<file path="src/rtl/decode_regbank_pkg.sv">
// Shared defaults and types for the decode-stage register bank and its scoreboard.
package decode_regbank_pkg;

    localparam int DEF_NREAD    = 2;
    localparam int DEF_NWRITE   = 1;
    localparam int DEF_ADDR_W   = 5;
    localparam int DEF_DATA_W   = 32;
    localparam int DEF_PEND_W   = 2;
    localparam int DEF_ZERO_REG = 1;

    // In-flight write counter at the default width.
    typedef logic [DEF_PEND_W-1:0] pend_t;

endpackage

</file>
<file path="src/rtl/decode_regbank_scoreboard.sv">
// Per-register in-flight write counters plus source/structural hazard detection.
module decode_regbank_scoreboard
    import decode_regbank_pkg::*;
#(
    parameter int NREAD    = DEF_NREAD,
    parameter int NWRITE   = DEF_NWRITE,
    parameter int ADDR_W   = DEF_ADDR_W,
    parameter int PEND_W   = DEF_PEND_W,
    parameter int ZERO_REG = DEF_ZERO_REG
) (
    input  logic                     clk,
    input  logic                     reset,
    input  logic                     flush,
    input  logic                     issue_valid,
    input  logic                     issue_we,
    input  logic [ADDR_W-1:0]        issue_dest,
    input  logic [NREAD-1:0]         ruse,
    input  logic [NREAD*ADDR_W-1:0]  raddr,
    input  logic [NWRITE-1:0]        we,
    input  logic [NWRITE*ADDR_W-1:0] waddr,
    output logic                     stall,
    output logic                     issue_accept,
    output logic                     sb_err
);

    localparam int NREG  = 2**ADDR_W;
    localparam int DEC_W = $clog2(NWRITE + 1);
    localparam int CNT_W = ((PEND_W > DEC_W) ? PEND_W : DEC_W) + 1;

    logic [PEND_W-1:0] r_pending     [NREG];
    logic [PEND_W-1:0] w_pending_nxt [NREG];
    logic [DEC_W-1:0]  w_dec         [NREG];
    logic              r_sb_err;
    logic              w_err;
    logic              w_src_hazard;
    logic              w_struct_hazard;
    logic              w_inc_en;

    function automatic logic is_zero(input logic [ADDR_W-1:0] a);
        return (ZERO_REG != 0) && (a == '0);
    endfunction

    function automatic logic [ADDR_W-1:0] waddr_at(input int p);
        return waddr[p*ADDR_W +: ADDR_W];
    endfunction

    function automatic logic [ADDR_W-1:0] raddr_at(input int p);
        return raddr[p*ADDR_W +: ADDR_W];
    endfunction

    // Number of retire ports targeting each register this cycle.
    always_comb begin
        for (int i = 0; i < NREG; i++) begin
            // NOTE: every combinational output gets a default before any conditional update, so no latch is inferred.
            w_dec[i] = '0;
            for (int p = 0; p < NWRITE; p++) begin
                if (we[p] && (waddr_at(p) == ADDR_W'(i)) && !is_zero(waddr_at(p)))
                    w_dec[i] = w_dec[i] + DEC_W'(1);
            end
        end
    end

    always_comb begin
        w_src_hazard = 1'b0;
        for (int p = 0; p < NREAD; p++) begin
            if (ruse[p] && (CNT_W'(r_pending[raddr_at(p)]) > CNT_W'(w_dec[raddr_at(p)])))
                w_src_hazard = 1'b1;
        end
        w_struct_hazard = issue_we && !is_zero(issue_dest)
                       && (&r_pending[issue_dest]) && (w_dec[issue_dest] == '0);
        stall        = issue_valid && !flush && (w_src_hazard || w_struct_hazard);
        issue_accept = issue_valid && !stall;
        w_inc_en     = issue_accept && issue_we && !flush && !is_zero(issue_dest);
    end

    // A retire beyond the outstanding count is a scoreboard error; the counter floors at 0.
    always_comb begin
        w_err = 1'b0;
        for (int i = 0; i < NREG; i++) begin
            if (CNT_W'(w_dec[i]) > CNT_W'(r_pending[i])) begin
                w_err            = 1'b1;
                w_pending_nxt[i] = PEND_W'(w_inc_en && (issue_dest == ADDR_W'(i)));
            end else begin
                w_pending_nxt[i] = r_pending[i] - PEND_W'(w_dec[i])
                                 + PEND_W'(w_inc_en && (issue_dest == ADDR_W'(i)));
            end
            if (flush)
                w_pending_nxt[i] = '0;
        end
    end

    always_ff @(posedge clk) begin
        if (reset) begin
            for (int i = 0; i < NREG; i++)
                r_pending[i] <= '0;
            r_sb_err <= 1'b0;
        end else begin
            for (int i = 0; i < NREG; i++)
                r_pending[i] <= w_pending_nxt[i];
            if (w_err)
                r_sb_err <= 1'b1;
        end
    end

    assign sb_err = r_sb_err;

endmodule

</file>
<file path="src/rtl/decode_regbank.sv">
// Decode-stage register file with retire bypass, hi/lo registers and an issue scoreboard.
module decode_regbank
    import decode_regbank_pkg::*;
#(
    parameter int NREAD    = DEF_NREAD,
    parameter int NWRITE   = DEF_NWRITE,
    parameter int ADDR_W   = DEF_ADDR_W,
    parameter int DATA_W   = DEF_DATA_W,
    parameter int PEND_W   = DEF_PEND_W,
    parameter int ZERO_REG = DEF_ZERO_REG
) (
    input  logic                     clk,
    input  logic                     reset,
    input  logic                     issue_valid,
    input  logic                     issue_we,
    input  logic [ADDR_W-1:0]        issue_dest,
    input  logic [NREAD-1:0]         ruse,
    input  logic [NREAD*ADDR_W-1:0]  raddr,
    output logic [NREAD*DATA_W-1:0]  rdata,
    output logic                     stall,
    output logic                     issue_accept,
    input  logic [NWRITE-1:0]        we,
    input  logic [NWRITE*ADDR_W-1:0] waddr,
    input  logic [NWRITE*DATA_W-1:0] wdata,
    input  logic                     flush,
    input  logic                     write_hi,
    input  logic                     write_lo,
    input  logic [DATA_W-1:0]        hi_din,
    input  logic [DATA_W-1:0]        lo_din,
    output logic [DATA_W-1:0]        hi,
    output logic [DATA_W-1:0]        lo,
    output logic                     sb_err
);

    localparam int NREG = 2**ADDR_W;

    logic [DATA_W-1:0] r_mem [NREG];
    logic [DATA_W-1:0] r_hi;
    logic [DATA_W-1:0] r_lo;

    function automatic logic is_zero(input logic [ADDR_W-1:0] a);
        return (ZERO_REG != 0) && (a == '0);
    endfunction

    // NOTE: the array is reset so every index reads 0 right after reset; this is a deliberate requirement, not a default for memories.
    always_ff @(posedge clk) begin
        if (reset) begin
            for (int i = 0; i < NREG; i++)
                r_mem[i] <= '0;
            r_hi <= '0;
            r_lo <= '0;
        end else begin
            // NOTE: non-blocking writes; on an index collision the later (higher) port's update is the one that lands.
            for (int p = 0; p < NWRITE; p++) begin
                if (we[p] && !is_zero(waddr[p*ADDR_W +: ADDR_W]))
                    r_mem[waddr[p*ADDR_W +: ADDR_W]] <= wdata[p*DATA_W +: DATA_W];
            end
            if (write_hi) r_hi <= hi_din;
            if (write_lo) r_lo <= lo_din;
        end
    end

    // Read with same-cycle retire bypass; the highest matching port is applied last.
    always_comb begin
        rdata = '0;
        for (int r = 0; r < NREAD; r++) begin
            rdata[r*DATA_W +: DATA_W] = r_mem[raddr[r*ADDR_W +: ADDR_W]];
            for (int p = 0; p < NWRITE; p++) begin
                if (we[p] && (waddr[p*ADDR_W +: ADDR_W] == raddr[r*ADDR_W +: ADDR_W]))
                    rdata[r*DATA_W +: DATA_W] = wdata[p*DATA_W +: DATA_W];
            end
            if (is_zero(raddr[r*ADDR_W +: ADDR_W]))
                rdata[r*DATA_W +: DATA_W] = '0;
        end
    end

    assign hi = r_hi;
    assign lo = r_lo;

    decode_regbank_scoreboard #(
        .NREAD    (NREAD),
        .NWRITE   (NWRITE),
        .ADDR_W   (ADDR_W),
        .PEND_W   (PEND_W),
        .ZERO_REG (ZERO_REG)
    ) u_sb (
        .clk          (clk),
        .reset        (reset),
        .flush        (flush),
        .issue_valid  (issue_valid),
        .issue_we     (issue_we),
        .issue_dest   (issue_dest),
        .ruse         (ruse),
        .raddr        (raddr),
        .we           (we),
        .waddr        (waddr),
        .stall        (stall),
        .issue_accept (issue_accept),
        .sb_err       (sb_err)
    );

endmodule
</file>
<file path="config.mk">
export PLATFORM = sky130hd
export DESIGN_NAME = decode_regbank
export DESIGN_NICKNAME = d
export VERILOG_FILES = /design/src/rtl/decode_regbank_pkg.sv /design/src/rtl/decode_regbank_scoreboard.sv /design/src/rtl/decode_regbank.sv
export SDC_FILE = /design/constraint.sdc
export NUM_CORES = 2
export LEC_CHECK = 0
export CORE_UTILIZATION = 28
export CTS_BUF_LIST = sky130_fd_sc_hd__clkbuf_16
export DETAILED_ROUTE_END_ITERATION = 16
export GPL_TIMING_DRIVEN = 0
export PLACE_DENSITY = 0.43
export SKIP_CTS_REPAIR_TIMING = 1
export SYNTH_ARGS = -nofsm -noshare
export SYNTH_HDL_FRONTEND = slang
export SYNTH_SLANG_ARGS = --single-unit
export TNS_END_PERCENT = 1
</file>
<file path="constraint.sdc">
create_clock -name clk -period 6.05 [get_ports clk]
set_input_delay 1.21 -clock clk [delete_from_list [all_inputs] [get_ports clk]]
set_output_delay 1.21 -clock clk [all_outputs]
set_load 0.01 [all_outputs]
</file>
==> metrics <==
status complete, but fails checks; failing checks max-capacitance violations, max-slew violations, negative setup slack; largest net degree at the start of global routing 33; Root Buffer clkbuf_16; unrepaired setup endpoints after global routing true; Period minus WS final 6.30 ns; Leak 0.0275 uW; initial antenna violation count 20; pre-CTS setup slack -2.96 ns; ranking of synthesized cells by area edfxtp_1, mux4_2, and2_1; Die Width 483 microns; Total Die Area 233,000 sq um; met3 Usage GRT 4.97%; met1 GRT Util 32.5%; P per Cell Area 271 nW/um^2; clk buf depth 3; CORE AREA 230,000 sq um; Die H 483 microns; CTS tree yes; clk slew on worst S/H paths 0.05 ns; Hold WS 0.487 ns; area fraction of the dominant cell type after synthesis 47.4%; DR vias/cell 5.50; Final WS setup -0.250 ns; vias in the first global route 44,500; gr usage total 26.0%; hold crit path type reg -> reg; ys async rst share 0%; cells after synthesis 4,626; Crit Path Max Fanout 10; final setup fails 33; drt first-iter violations 5,870; Final ANT Viol Nets 0; share of layout cells above drive strength 1 22.6%; via count 45,300; Final Cycle Share 104%; H-tree depth 4; Post-synth EDFFs 1,024; sequential area share after synthesis 51.4%; Clock Latency Late Sink 0.80 ns; CP arrival 5.09 ns; Slew headroom -3.47%; CP Launch Type input port; Most used DFF post-synth edfxtp_1; Yosys reg bits 1,153; synth unique cells 71; worst vdd ir 0.222 mV; worst path required time 4.84 ns; Sink Count 1,153; first-pass GRT wire length 407,000 microns; M2 GR Usage 41.1%; Final HPWL DP 232,000 microns; Core Util, Final 33.7%; fmax 159 MHz; final net count 5,320; design area 77,500 sq um; WL final 310,000 microns; YS warnings 0; row count 176; commonest non-fill, non-tap cell in the layout edfxtp_1; CTS Buf Count 139; Slew Viols, Final 11; Area growth syn-to-layout 19.5%; Initial Util 28.2%; Setup TNS -3.29 ns; clk_skew 0.0349 ns; synthesized area per cell 14.0 sq um; Netlist Area Pre-Place 64,800 sq um; max-cap viol count 1; largest area contributor in the netlist edfxtp_1; total iterations of the first detailed-routing run 6; drt drc 0; commonest cells after routing, fill and taps aside edfxtp_1, and2_1, mux4_2; Worst Setup End Kind output port; Final GP Congestion 0.972; Worst Tran Pin Value 1.55 ns; DP Area 71,800 sq um; Congestion Overflow GR 0; grt peak-use layer met2; drt wl/cell 37.5 microns; Setup CP Type in -> out; number of I/O pins 257; Final Hold Viols 0; I/O Buffers 244
-- synth_stat cells, types with 35 or more instances --
cell type / instances
a211oi_1: 57
a221oi_1: 62
a22oi_1: 41
and2_1: 997
buf_1: 35
buf_2: 86
clkbuf_1: 316
dfxtp_1: 129
edfxtp_1: 1024
ha_1: 97
inv_1: 101
mux2i_1: 250
mux4_2: 585
nand2_1: 96
nand3_1: 80
nor2_1: 197
nor3_1: 70
o21ai_0: 46
xnor2_1: 43
-- stage by stage --
stage / total power (uW) / std cells
2_1_floorplan: 11000 / 4659
3_3_place_gp: 12700 / 7929
3_5_place_dp: 12800 / 7958
4_1_cts: 20900 / 8208
5_1_grt: 21400 / 8235
6_report: 21000 / 8243
-- critical path, stage by stage --
cell and delay (ns):
dlymetal6s2s_1 0.17, buf_12 0.18, nor2_4 0.33, clkbuf_1 1.17
a221oi_1 0.50, a22oi_1 0.31, o21ai_0 0.12, o211ai_1 0.29
a21oi_2 0.21, clkdlybuf4s50_1 0.56
-- path summary, 6_finish.rpt --
check / startpoint / to / slack [ns] / cells past startpoint
worst max-delay path: raddr[6] / rdata[41] / -0.25 / 10
worst min register to register: lo[3]$_SDFFE_PP0P_ / lo[3]$_SDFFE_PP0P_ / 0.49 / 2
worst max register to register: u_sb.r_pending[2][0]$_SDFF_PP0_ / u_sb.r_pending[5][1]$_SDFF_PP0_ / 1.66 / 16
worst min-delay path: lo[3]$_SDFFE_PP0P_ / lo[3]$_SDFFE_PP0P_ / 0.49 / 2
-- layer usage --
| metal | part of all wire (%) | vias to the layer above |
|---|---|---|
| met5 | 0.013 | - |
| met4 | 7.3 | 6 |
| met3 | 7.3 | 568 |
| met2 | 46 | 2314 |
| met1 | 39 | 23900 |
| li1 | - | 18500 |
-- where the power goes --
| group | switching, uW | internal, uW | total, uW | leakage [uW] |
|---|---|---|---|---|
| clock | 3700 | 4480 | 8190 | 0.00223 |
| combinational | 2130 | 1350 | 3480 | 0.0144 |
| sequential | 216 | 9090 | 9310 | 0.0108 |
| total | 6050 | 14900 | 21000 | 0.0275 |
-- logic make-up (layout without fill, tap and decap cells) --
group	count (synthesis)	count (layout)	synth area share, %
AO/OA/AOI/OAI	306	306	3.53
XOR/XNOR	77	77	1.04
adder cells (fa/ha/maj)	97	97	1.87
buffers and inverters	566	1113	3.65
flip-flops	1153	1153	51.4
multiplexers	841	841	24.4
other	1	45	0.00578
AND/OR/NAND/NOR	1585	1585	14.1
-- flip-flops by register name (all words and copies together), names as in the netlist --
name,flops
hi,32
u_sb.r_pending,64
lo,32
u_sb.sb_err,1
r_mem,1024
-- final cells by class --
class | count | area, sq um
fill | 22500 | 153000
sequential | 1153 | 33300
multi-input combinational | 2940 | 29800
tap | 3026 | 3790
clock buffer | 144 | 3600
timing repair buffer | 300 | 3200
buffer | 460 | 2650
clock inverter | 106 | 666
inverter | 103 | 390
antenna | 11 | 27.5
No activity file was read; power rests on OpenSTA's default activity.
